--- config.mk ---
export PLATFORM = sky130hd
export DESIGN_NAME = commit_monitor_flat
export DESIGN_NICKNAME = d
export VERILOG_FILES = /design/src/rtl/uarch_pkg.sv /design/src/rtl/commit_monitor_if.sv /design/src/rtl/commit_lane_counter.sv /design/src/rtl/commit_monitor.sv /design/src/flat_wrapper.sv
export SDC_FILE = /design/constraint.sdc
export NUM_CORES = 1
export LEC_CHECK = 0
export ABC_AREA = 1
export CAP_MARGIN = 0
export CORE_MARGIN = 2
export CORE_UTILIZATION = 50
export CTS_BUF_LIST = sky130_fd_sc_hd__clkbuf_4
export DETAILED_ROUTE_END_ITERATION = 10
export PLACE_DENSITY = 0.95
export SYNTH_ARGS = -nofsm -noshare
export SYNTH_HDL_FRONTEND = slang
export SYNTH_SLANG_ARGS = --single-unit
--- constraint.sdc ---
create_clock -name clk -period 6.35 [get_ports clk]
set_input_delay 1.905 -clock clk [delete_from_list [all_inputs] [get_ports clk]]
set_output_delay 1.905 -clock clk [all_outputs]
set_load 0.03 [all_outputs]
--- src/rtl/uarch_pkg.sv ---
// Shared micro-architecture types for the commit monitor: FSM encoding,
// default lane count and a saturating adder used by the run counters.
package uarch_pkg;

  localparam int COMMIT_WIDTH_DEFAULT = 2;

  typedef enum logic [1:0] {
    MON_IDLE = 2'd0,
    MON_RUN  = 2'd1,
    MON_DONE = 2'd2,
    MON_FAIL = 2'd3
  } mon_state_e;

  function automatic logic [31:0] sat_add32(input logic [31:0] a, input logic [31:0] b);
    logic [32:0] sum;
    sum = {1'b0, a} + {1'b0, b};
    return sum[32] ? 32'hFFFF_FFFF : sum[31:0];
  endfunction

endpackage

--- src/rtl/commit_monitor_if.sv ---
// Commit-stage retire bus: one entry per lane, lane 0 oldest.
interface commit_monitor_if
  import uarch_pkg::*;
#(
  parameter int COMMIT_WIDTH = COMMIT_WIDTH_DEFAULT
) ();

  logic [COMMIT_WIDTH-1:0]        commit_valid;
  logic [COMMIT_WIDTH-1:0]        commit_rd_we;
  logic [COMMIT_WIDTH-1:0][4:0]   commit_rd;
  logic [COMMIT_WIDTH-1:0][31:0]  commit_rd_data;
  logic [COMMIT_WIDTH-1:0][31:0]  commit_pc;

  modport master (
    output commit_valid, commit_rd_we, commit_rd, commit_rd_data, commit_pc
  );

  modport slave (
    input commit_valid, commit_rd_we, commit_rd, commit_rd_data, commit_pc
  );

endinterface

--- src/rtl/commit_lane_counter.sv ---
// Combinational lane filter: counts valid lanes up to and including the
// oldest completion commit; younger lanes behind a completion are masked off.
module commit_lane_counter
  import uarch_pkg::*;
#(
  parameter int          COMMIT_WIDTH = COMMIT_WIDTH_DEFAULT,
  parameter int          CNT_W        = $clog2(COMMIT_WIDTH + 1),
  parameter logic [4:0]  DONE_REG     = 5'd31,
  parameter logic [31:0] DONE_VALUE   = 32'hFF
) (
  input  logic [COMMIT_WIDTH-1:0]       valid,
  input  logic [COMMIT_WIDTH-1:0]       rd_we,
  input  logic [COMMIT_WIDTH-1:0][4:0]  rd,
  input  logic [COMMIT_WIDTH-1:0][31:0] rd_data,
  output logic [COMMIT_WIDTH-1:0]       count_mask,
  output logic [CNT_W-1:0]              count,
  output logic                          done_hit,
  output logic                          any_valid
);

  logic [COMMIT_WIDTH-1:0] is_done;

  genvar gi;
  generate
    for (gi = 0; gi < COMMIT_WIDTH; gi++) begin : g_lane
      assign is_done[gi] = valid[gi] & rd_we[gi] &
                           (rd[gi] == DONE_REG) & (rd_data[gi] == DONE_VALUE);
    end
  endgenerate

  always_comb begin
    logic blocked;
    blocked    = 1'b0;
    count_mask = '0;
    count      = '0;
    for (int i = 0; i < COMMIT_WIDTH; i++) begin
      if (valid[i] && !blocked) begin
        count_mask[i] = 1'b1;
        count         = count + CNT_W'(1);
        if (is_done[i]) blocked = 1'b1;
      end
    end
  end

  assign done_hit  = |is_done;
  assign any_valid = |valid;

endmodule

--- src/rtl/commit_monitor.sv ---
// Run monitor watching the commit stage: counts cycles, retired instructions
// and stalls, and ends a run on a completion write, cycle limit or deadlock.
module commit_monitor
  import uarch_pkg::*;
#(
  parameter int          COMMIT_WIDTH = COMMIT_WIDTH_DEFAULT,
  parameter int          MAX_CYCLES   = 1000,
  parameter int          STALL_LIMIT  = 64,
  parameter logic [4:0]  DONE_REG     = 5'd31,
  parameter logic [31:0] DONE_VALUE   = 32'hFF
) (
  input  logic               clk,
  input  logic               rst_n,
  input  logic               start,
  input  logic               clear,
  commit_monitor_if.slave    cif,
  output logic [1:0]         state,
  output logic [31:0]        cycle_cnt,
  output logic [31:0]        instr_cnt,
  output logic [31:0]        last_pc,
  output logic [15:0]        max_stall,
  output logic               done,
  output logic               timeout,
  output logic               deadlock
);

  localparam int CNT_W = $clog2(COMMIT_WIDTH + 1);

  mon_state_e  state_reg;
  logic [31:0] cycle_cnt_reg, instr_cnt_reg, last_pc_reg, stall_cnt_reg;
  logic [15:0] max_stall_reg;
  logic        done_reg, timeout_reg, deadlock_reg;

  logic [COMMIT_WIDTH-1:0] count_mask;
  logic [CNT_W-1:0]        lane_count;
  logic                    done_hit, any_valid;

  commit_lane_counter #(
    .COMMIT_WIDTH (COMMIT_WIDTH),
    .CNT_W        (CNT_W),
    .DONE_REG     (DONE_REG),
    .DONE_VALUE   (DONE_VALUE)
  ) u_lane_counter (
    .valid      (cif.commit_valid),
    .rd_we      (cif.commit_rd_we),
    .rd         (cif.commit_rd),
    .rd_data    (cif.commit_rd_data),
    .count_mask (count_mask),
    .count      (lane_count),
    .done_hit   (done_hit),
    .any_valid  (any_valid)
  );

  logic [31:0] last_pc_next, stall_cnt_next;
  logic [15:0] max_stall_next;
  logic        cycle_limit_hit, stall_limit_hit;

  always_comb begin
    last_pc_next = last_pc_reg;
    for (int i = 0; i < COMMIT_WIDTH; i++) begin
      if (count_mask[i]) last_pc_next = cif.commit_pc[i];
    end

    stall_cnt_next = any_valid ? 32'd0 : sat_add32(stall_cnt_reg, 32'd1);
    max_stall_next = max_stall_reg;
    if (stall_cnt_next > {16'd0, max_stall_reg}) begin
      max_stall_next = (stall_cnt_next > 32'h0000_FFFF) ? 16'hFFFF : stall_cnt_next[15:0];
    end

    // Limit checks use the pre-increment cycle count so the run exits with cycle_cnt == MAX_CYCLES.
    cycle_limit_hit = (cycle_cnt_reg == 32'(MAX_CYCLES - 1));
    stall_limit_hit = (stall_cnt_next >= 32'(STALL_LIMIT));
  end

  always_ff @(posedge clk) begin
    if (!rst_n) begin
      state_reg     <= MON_IDLE;
      cycle_cnt_reg <= '0;
      instr_cnt_reg <= '0;
      last_pc_reg   <= '0;
      stall_cnt_reg <= '0;
      max_stall_reg <= '0;
      done_reg      <= 1'b0;
      timeout_reg   <= 1'b0;
      deadlock_reg  <= 1'b0;
    end else begin
      case (state_reg)
        MON_IDLE: begin
          if (start) begin
            state_reg     <= MON_RUN;
            cycle_cnt_reg <= '0;
            instr_cnt_reg <= '0;
            stall_cnt_reg <= '0;
            max_stall_reg <= '0;
            timeout_reg   <= 1'b0;
            deadlock_reg  <= 1'b0;
          end
        end
        MON_RUN: begin
          cycle_cnt_reg <= sat_add32(cycle_cnt_reg, 32'd1);
          instr_cnt_reg <= sat_add32(instr_cnt_reg, 32'(lane_count));
          last_pc_reg   <= last_pc_next;
          stall_cnt_reg <= stall_cnt_next;
          max_stall_reg <= max_stall_next;
          if (done_hit) begin
            state_reg <= MON_DONE;
            done_reg  <= 1'b1;
          end else if (cycle_limit_hit || stall_limit_hit) begin
            state_reg    <= MON_FAIL;
            timeout_reg  <= timeout_reg | cycle_limit_hit;
            deadlock_reg <= deadlock_reg | stall_limit_hit;
          end
        end
        MON_DONE, MON_FAIL: begin
          if (clear) begin
            state_reg <= MON_IDLE;
            done_reg  <= 1'b0;
          end
        end
        default: state_reg <= MON_IDLE;
      endcase
    end
  end

  assign state     = state_reg;
  assign cycle_cnt = cycle_cnt_reg;
  assign instr_cnt = instr_cnt_reg;
  assign last_pc   = last_pc_reg;
  assign max_stall = max_stall_reg;
  assign done      = done_reg;
  assign timeout   = timeout_reg;
  assign deadlock  = deadlock_reg;

endmodule

--- src/flat_wrapper.sv ---
// flat-port wrapper written by rule: the top's interface ports become plain ports
module commit_monitor_flat import uarch_pkg::*;
#(
  parameter int          COMMIT_WIDTH = COMMIT_WIDTH_DEFAULT,
  parameter int          MAX_CYCLES   = 1000,
  parameter int          STALL_LIMIT  = 64,
  parameter logic [4:0]  DONE_REG     = 5'd31,
  parameter logic [31:0] DONE_VALUE   = 32'hFF
)
  (clk, rst_n, start, clear, state, cycle_cnt, instr_cnt, last_pc, max_stall, done, timeout, deadlock, cif_commit_valid, cif_commit_rd_we, cif_commit_rd, cif_commit_rd_data, cif_commit_pc);
  commit_monitor_if #(.COMMIT_WIDTH(COMMIT_WIDTH)) cif_i ();
  input  logic clk;
  input  logic rst_n;
  input  logic start;
  input  logic clear;
  output logic [1:0] state;
  output logic [31:0] cycle_cnt;
  output logic [31:0] instr_cnt;
  output logic [31:0] last_pc;
  output logic [15:0] max_stall;
  output logic done;
  output logic timeout;
  output logic deadlock;
  input wire logic [$bits(cif_i.commit_valid)-1:0] cif_commit_valid;
  input wire logic [$bits(cif_i.commit_rd_we)-1:0] cif_commit_rd_we;
  input wire logic [$bits(cif_i.commit_rd)-1:0] cif_commit_rd;
  input wire logic [$bits(cif_i.commit_rd_data)-1:0] cif_commit_rd_data;
  input wire logic [$bits(cif_i.commit_pc)-1:0] cif_commit_pc;
  assign cif_i.commit_valid = cif_commit_valid;
  assign cif_i.commit_rd_we = cif_commit_rd_we;
  assign cif_i.commit_rd = cif_commit_rd;
  assign cif_i.commit_rd_data = cif_commit_rd_data;
  assign cif_i.commit_pc = cif_commit_pc;
  commit_monitor #(.COMMIT_WIDTH(COMMIT_WIDTH), .MAX_CYCLES(MAX_CYCLES), .STALL_LIMIT(STALL_LIMIT), .DONE_REG(DONE_REG), .DONE_VALUE(DONE_VALUE)) u_core (.clk(clk), .rst_n(rst_n), .start(start), .clear(clear), .cif(cif_i), .state(state), .cycle_cnt(cycle_cnt), .instr_cnt(instr_cnt), .last_pc(last_pc), .max_stall(max_stall), .done(done), .timeout(timeout), .deadlock(deadlock));
endmodule
-- Word level (Yosys, flattened, before mapping)
Cells that the tools add are included.
Widths: inputs -> output; s select.
- $add $sub $neg: 4
- $lt $le $gt $ge: 3
- bitwise logic cells: 8
- eq/ne operators: 15
- muxes and demuxes: 35
- reductions and logical operators: 16
- operators by type and width (kind ; count):
    $mux 32 ; 7
    $pmux 32 s2 ; 3
    $add 32x1->33 const B ; 2
    $eq 32x8->1 const B ; 2
    $mux 16 ; 3
    $add 32x2->33 ; 1
    $eq 32x10->1 const B ; 1
    $ge 32x7->1 const B ; 1
    $gt 32x16->1 ; 1
    $gt 32x16->1 const B ; 1
    $pmux 16 s2 ; 1
    $mux 1 ; 12
    $eq 5x5->1 const B ; 2
    $mux 2 ; 5
    $reduce_and 3->1 ; 3
    $and 1x1->1 ; 6
    $ne 2x1->1 const B ; 3
    $ne 2x2->1 const B ; 3
    $pmux 1 s2 ; 3
    $pmux 2 s3 ; 1
    $reduce_bool 2->1 ; 3
    $reduce_or 2->1 ; 3
    $eq 2x2->1 const B ; 2
    $reduce_and 2->1 ; 2
    9 further kinds ; 10
- logic and storage cells: 90
- output and inout bits: 117
- bits in registers: 149
- input port bits: 146

-- Longest topological paths before layout
Gate-level depths: netlist of run 1.
- depth in word-level cells: 11
- depth in mapped cells: 24
- gate-level depth less buffers: 23

-- Cells and area by module
From an unflattened synthesis of run 1, not the netlist that was laid out.
- cell total of the unflattened synthesis: 1555
- area total of the unflattened synthesis: 9540.4 um^2
- modules (own cells, without submodules) (module ; instances ; area each (um^2) ; seq. area each (um^2) ; cells each):
    commit_monitor ; 1 ; 9165.0 ; 2982.9 ; 1467
    commit_lane_counter ; 1 ; 375.4 ; 0.0 ; 88

-- Worst setup path after synthesis of run 1
No wires, ideal clock.
- path kind: input -> register
- from: input cif_commit_rd_data[11]
- to: register u_core.instr_cnt_reg[30], in the netlist u_core.instr_cnt[30]
- stages on the path: 20
- buffers on the path: 1
- library setup time: 70 ps
- data required time: 6280 ps
- data arrival time: 5136 ps
- slack: 1143 ps
- cell sequence: or2_2 nor4_1 nand4_1 nand2_1 clkbuf_1 ha_1 ha_1 inv_1 fa_1 nor2_1 nand3_1 nor3_2 nand3_1 nor3_1 nand2_1 inv_1 nand2_1 o21ai_0 o21ai_1 a21oi_1
- cells in the longest elaborated chain, start to end: 10
- RTL lines (what ; line ; source):
    from (decl) ; flat_wrapper.sv:27 ; input wire logic [$bits(cif_i.commit_rd_data)-1:0] cif_commit_rd_data;
    $eq 32x8->1 ; commit_lane_counter.sv:27 ; (rd[gi] == DONE_REG) & (rd_data[gi] == DONE_VALUE);
    $and 1x1->1 ; commit_lane_counter.sv:27 ;
    $mux 1 ; commit_lane_counter.sv:40 ; if (is_done[i]) blocked = 1'b1;
    $mux 1 ; commit_lane_counter.sv:37 ; if (valid[i] && !blocked) begin
    $logic_not 1->1 ; commit_lane_counter.sv:37 ;
    $logic_and 1x1->1 ; commit_lane_counter.sv:37 ;
    $mux 2 ; commit_lane_counter.sv:37 ;
    $add 32x2->33 ; uarch_pkg.sv:16 ; sum = {1'b0, a} + {1'b0, b};
    $mux 32 ; uarch_pkg.sv:17 ; return sum[32] ? 32'hFFFF_FFFF : sum[31:0];
    $pmux 32 s2 ; commit_monitor.sv:87 ; case (state_reg)
    to (signal assigned) ; commit_monitor.sv:101 ; instr_cnt_reg <= sat_add32(instr_cnt_reg, 32'(lane_count));
    to (decl) ; commit_monitor.sv:30 ; logic [31:0] cycle_cnt_reg, instr_cnt_reg, last_pc_reg, stall_cnt_reg;
Every way passes these cells.
A chain may end at the register's enable or synchronous reset.

-- Worst setup path after layout of run 1
- from: input cif_commit_rd_data[11]
- to: register u_core.instr_cnt_reg[25], in the netlist u_core.instr_cnt[25]
Same word-level chain as after synthesis.

==> results of run 1 <==
-- critical path: stages --
cell	delay, ns
clkdlybuf4s50_1	0.39
or2_2	0.31
nor4_1	0.30
nand4_1	0.19
nand2_1	0.15
ha_1	0.15
ha_1	0.16
inv_1	0.06
fa_1	0.41
nor2_1	0.20
nand3_1	0.19
nor3_2	0.28
nand3_1	0.17
nor2_1	0.22
nand2_1	0.25
inv_1	0.14
a21oi_1	0.05
o21ai_0	0.09
nand2_1	0.08
a21oi_1	0.17
-- cells in the mapped netlist (all sizes together), types with 15 or more instances --
cell and number:
nor3 31, clkbuf 55, inv 165, nand2 435
xor2 33, nand4 31, xnor2 15, o211ai 34
nor4 21, ha 22, nor2 117, a21oi 132
o21ai 82, dfxtp 149, nand3 132
-- metrics by stage --
stage	setup WS, ns	instance area [sq um]	std cells
6_report	0.943	12500	1959
5_1_grt	0.533	12500	1959
4_1_cts	1.02	12500	1958
3_5_place_dp	0.421	12200	1926
3_3_place_gp	0.763	12200	1926
2_1_floorplan	1.14	9500	1483
-- worst max path at each step --
stage	startpoint	end	slack, ns	cells past startpoint
global route	cif_commit_rd_data[11]	u_core.instr_cnt[31]	0.53	20
detailed placement	cif_commit_rd_data[11]	u_core.instr_cnt[25]	0.42	20
global placement	cif_commit_rd_data[10]	u_core.instr_cnt[30]	0.76	20
CTS	cif_commit_rd_data[11]	u_core.instr_cnt[25]	1.02	20
finish	cif_commit_rd_data[11]	u_core.instr_cnt[25]	0.94	20
floorplan	cif_commit_rd_data[11]	u_core.instr_cnt[30]	1.14	20
-- layout by cell type, fill, tap and decap left out, types with 2 or more instances in the layout --
cell type,Yosys,final
nor2_2,5,6
a31oi_1,2,2
nand2_1,412,412
inv_6,0,3
buf_4,2,11
clkinvlp_4,0,5
o21ai_1,7,7
nor3_1,30,30
and3_1,2,2
nand2_2,17,17
xnor2_1,15,15
inv_1,161,161
xor2_1,33,33
a21oi_2,10,10
nor2_4,4,6
nand2_4,6,6
nand4_1,31,31
and2_0,2,2
clkbuf_4,0,18
dfxtp_1,149,149
nand3_1,131,131
a21boi_0,2,2
clkdlybuf4s50_1,0,262
nand3b_1,7,7
inv_2,4,4
bufinv_16,0,2
o21ai_0,75,75
nor2_1,104,101
a21oi_1,122,122
nor4_1,21,21
clkinv_1,1,2
o211ai_1,34,34
nor2_8,4,4
ha_1,22,22
-- power groups by stage --
stage	registers (uW)	logic [uW]	clock network (uW)
after floorplan	1240	495	0
after global placement	1090	1020	0
final	1070	1040	620
after CTS	1070	1040	626
after detailed placement	1090	1040	0
after global routing	1080	1120	663
-- kinds of logic (layout without fill, tap and decap cells) --
| kind of cell | count (synthesis) | after routing |
|---|---|---|
| simple gates | 779 | 779 |
| xor+xnor | 48 | 48 |
| flops | 149 | 149 |
| fa+ha+maj | 23 | 23 |
| other cells | 0 | 1 |
| buf+inv | 230 | 471 |
| compound gates | 254 | 254 |
-- cell type report --
cell class,instances,area (sq um),share of cell area (%)
multi-input combinational,1104,5640,45.0
sequential,149,2980,23.8
timing repair buffer,273,2710,21.6
inverter,166,624,4.98
tap,234,293,2.34
clock inverter,14,151,1.21
clock buffer,18,135,1.08
antenna,1,2.50,0.0200
-- per-layer routing --
metal / part of all wire (%) / track usage (%)
met4: 2.4 / 9.47
met2: 50 / 51.3
met1: 40 / 36.4
met3: 7.2 / 5.74
met5: 0 / 0
==> results.json, run 1 <==
{
  "cts_tree": "built",
  "yosys-top-cells-area": "dfxtp_1 31%, nand2_1 16%, nand3_1 6.9%",
  "synth_top_area_share_pct": 31.4,
  "worstMarginPinSlew_ns": 1.05,
  "die-area_sq_mm": 0.0201,
  "clk_path_buf_depth": 2,
  "p_comb_share_pct": 38.1,
  "p_per_area_mw_per_mm2": 218,
  "ys.flop_type": "dfxtp_1",
  "routed_wl_um": 29700,
  "worst-endpoint-required_ns": 6.83,
  "syn-cell-area_sq_mm": 0.00950,
  "hold_class": "reg2reg",
  "synth_edf_count": 0,
  "setup_viol": 0,
  "cts_setup_buffers": 0,
  "synth_compound_area_share_pct": 14.8,
  "yosysSeqAreaShare_pct": 31.4,
  "n_fill_cell": 1544,
  "p_sw_share_pct": 41.3,
  "ys_ff_latch": 149,
  "drt_iter0_drc": 780,
  "synth_cell_types": 39,
  "grt_setup_unrepaired": "no",
  "fin_tns_setup_ns": 0,
  "min_to": "u_core.timeout",
  "htreeDepth": 4,
  "holdBufCountCts": 0,
  "arrival_ns": 5.89,
  "yosysWarnings": 0,
  "netSwitchingPower_uw": 1130,
  "crit_type": "in2reg",
  "synthAdderAreaFrac_pct": 3.11,
  "power_frac_clock_pct": 22.7,
  "clock_skew_ns": 0.0322,
  "synth_simple_gate_area_share_pct": 36.9,
  "seq_power_share_pct": 39.2,
  "drive_above_1_share_pct": 5.68,
  "r2r-start": "u_core.stall_cnt_reg[1]",
  "grt_pass1_vias": 10039,
  "worstSkewPairLatency_ns": 0.57,
  "portBuffers": 262,
  "routabilityCongestion": 0.982,
  "slew_headroom_pct": 29.8,
  "holdWs_ns": 0.499,
  "die_w_um": 142,
  "fmax_ghz": 0.185,
  "drcViolationCount": 0,
  "numCtsBuffers": 17,
  "slew_viol_final": 0,
  "r2r_setup_slack_ns": 2.46,
  "whs_path_depth": 2,
  "synth_mux_area_share_pct": 0,
  "firstDrtPassIters": 6,
  "track_usage_pct": 29.4,
  "core_sq_mm": 0.0186,
  "fin_util_pct": 67.2,
  "period_share_pct": 85.1,
  "via_per_inst": 5.51,
  "vdd_drop_max_mv": 0.232,
  "path_clk_slew_ns": 0.12,
  "antenna_found_initial": 1,
  "endpoint_kind": "register",
  "avgSynthCellArea_sq_um": 6.40,
  "ant_nets": 0,
  "place_hpwl_um": 22600,
  "dieHeight_um": 142,
  "num_io_pins": 263,
  "root_buffer": "clkbuf_4",
  "p_int_uw": 1600,
  "start_kind": "input pin",
  "syn_inst": 1483,
  "power.total_uw": 2730,
  "num_rows": 50,
  "r2r-end": "u_core.max_stall[13]",
  "synth_top_family_by_area": "simple AND/OR/NAND/NOR gates",
  "status": "complete, no violations",
  "synth_largest_area_cell": "dfxtp_1",
  "via_count": 10786,
  "syn_nets": 1652,
  "fin_crit_ns": 5.41,
  "p_leak_uw": 0.00502,
  "worst-path-max-fanout": 9,
  "grt_pass1_wl_um": 48200,
  "final_nets": 1880,
  "wl_per_cell_um": 15.2,
  "cts_resized": 0,
  "start_util_pct": 50.9,
  "grt_overflow": 0,
  "grt_max_degree": 111,
  "maxCapViolations": 0,
  "rr_worst_depth": 23,
  "synth-async-reset-ratio_pct": 0,
  "min-delay-start": "u_core.timeout",
  "clock_sinks": 149,
  "hold_viol_final": 0,
  "synth_xor_area_share_pct": 4.43,
  "syn_to_final_growth_pct": 32.0
}
No activity file was read; power rests on OpenSTA's default activity.
==> run 2, diff against run 1 <==
- PLACE_DENSITY: 0.95 -> 0.92
==> run 2 against run 1 <==
Effect of this change:
- worst setup slack lost 0.011 ns
- first-iteration DRC count grew 13%
- worst hold slack lost 0.0096 ns
- routed wire length grew 1.3%
- fmax shrank 0.21%
- global-route usage grew 0.26 points
- clock skew shrank 0.0064 ns
- clock power grew 1%
- critical path depth grew 1
- largest power group unchanged
==> results.json, run 2 (same netlist as run 1, synthesis figures left out) <==
{
  "status": "complete, no violations",
  "wl_per_cell_um": 15.4,
  "clock_sinks": 149,
  "htreeDepth": 4,
  "num_rows": 50,
  "fin_crit_ns": 5.42,
  "hold_class": "reg2reg",
  "clock_skew_ns": 0.0259,
  "p_leak_uw": 0.00503,
  "hold_viol_final": 0,
  "endpoint_kind": "register",
  "arrival_ns": 5.93,
  "worstMarginPinSlew_ns": 1.07,
  "place_hpwl_um": 22700,
  "worstSkewPairLatency_ns": 0.60,
  "grt_setup_unrepaired": "no",
  "p_per_area_mw_per_mm2": 220,
  "firstDrtPassIters": 7,
  "grt_pass1_wl_um": 48200,
  "core_sq_mm": 0.0186,
  "worst-endpoint-required_ns": 6.86,
  "grt_overflow": 0,
  "final_nets": 1879,
  "cts_resized": 0,
  "fin_util_pct": 67.2,
  "place_area_sq_mm": 0.0122,
  "cts_tree": "built",
  "n_fill_cell": 1599,
  "placed_cells": 1925,
  "maxCapViolations": 0,
  "worst-path-max-fanout": 33,
  "final_cell_count_no_fill": 1958,
  "vdd_drop_max_mv": 0.230,
  "holdBufCountCts": 0,
  "dieHeight_um": 142,
  "num_io_pins": 263,
  "die-area_sq_mm": 0.0201,
  "power.total_uw": 2750,
  "final_area_sq_mm": 0.0125,
  "cts_setup_buffers": 0,
  "portBuffers": 262,
  "syn_to_final_growth_pct": 31.9,
  "clk_path_buf_depth": 2,
  "fmax_ghz": 0.185,
  "slew_headroom_pct": 28.6,
  "grt_pass1_vias": 9781,
  "routed_wl_um": 30100,
  "antenna_found_initial": 2,
  "mostFrequentLayoutCells": "412 x nand2_1, 262 x clkdlybuf4s50_1, 161 x inv_1",
  "root_buffer": "clkbuf_4",
  "track_usage_pct": 29.6,
  "period_share_pct": 85.3,
  "start_kind": "input pin",
  "drcViolationCount": 0,
  "numCtsBuffers": 17,
  "drt_iter0_drc": 885,
  "path_clk_slew_ns": 0.14,
  "final_common_cell": "nand2_1",
  "start_util_pct": 50.9,
  "crit_type": "in2reg",
  "routabilityCongestion": 0.950,
  "via_per_inst": 5.47,
  "drive_above_1_share_pct": 5.75,
  "via_count": 10705,
  "fin_tns_setup_ns": 0,
  "setup_viol": 0,
  "ant_nets": 0,
  "die_w_um": 142,
  "grt_max_degree": 111,
  "slew_viol_final": 0
}
==> run 2: changes by cell type in the layout (fill, tap and decap cells not counted), sizes merged <==
cell / before / now
clkinvlp: 5 / 1
clkinv: 4 / 2
bufinv: 2 / 1
buf: 11 / 10
inv: 169 / 177
clkbuf: 18 / 17
==> run 2: area by class of cell <==
class | count | area (sq um) | share of cell area [%]
Sequential cell | 149 | 2980 | 23.8
Clock inverter | 15 | 158 | 1.26
Timing Repair Buffer | 272 | 2700 | 21.5
Multi-Input combinational cell | 1104 | 5640 | 45.0
Inverter | 166 | 624 | 4.98
Antenna cell | 1 | 2.50 | 0.0200
Clock buffer | 17 | 128 | 1.02
Tap cell | 234 | 293 | 2.34
==> run 2: final timing paths <==
kind                            depth (start not counted)              endpoint  slack, ns                     from
worst min-delay path                                    2  u_core.max_stall[14]       0.49     u_core.max_stall[14]
worst max register to register                         23  u_core.max_stall[10]       2.41  u_core.stall_cnt_reg[1]
worst min register to register                          2  u_core.max_stall[14]       0.49     u_core.max_stall[14]
worst max-delay path                                   21  u_core.instr_cnt[31]       0.93      cif_commit_valid[0]
==> run 2: metal layers <==
| metal | wire, um | global-route usage (%) |
|---|---|---|
| met2 | 14800 | 50.9 |
| met4 | 1010 | 12.3 |
| met1 | 12400 | 36.9 |
| met5 | 0 | 0 |
| met3 | 1960 | 4.93 |
==> run 2: stage by stage <==
step	worst slack (ns)	hold WS [ns]
4_1_cts	1.00	0.492
5_1_grt	0.575	0.506
3_5_place_dp	0.380	0.471
3_3_place_gp	0.532	0.466
6_report	0.932	0.489
2_1_floorplan	1.14	0.466
==> run 2: where the power goes <==
group | total [uW] | internal [uW] | switching (uW)
registers | 1080 | 1020 | 58.0
clock network | 626 | 214 | 413
logic | 1050 | 345 | 704
total | 2750 | 1580 | 1170
==> run 2: worst max-delay path, stage by stage <==
cell and delay [ns]:
clkdlybuf4s50_1 0.53, inv_1 0.10, nor4_1 0.32, nand4_1 0.15
nand2_1 0.12, buf_4 0.32, inv_1 0.11, ha_1 0.21
ha_1 0.28, nand3_1 0.07, nand2_1 0.11, nand2_1 0.11
nor2_1 0.18, nand2_1 0.15, nor3_1 0.36, nand3_1 0.26
nor2_1 0.25, nand3_1 0.10, nand2_1 0.06, o21ai_0 0.07
a21oi_1 0.16
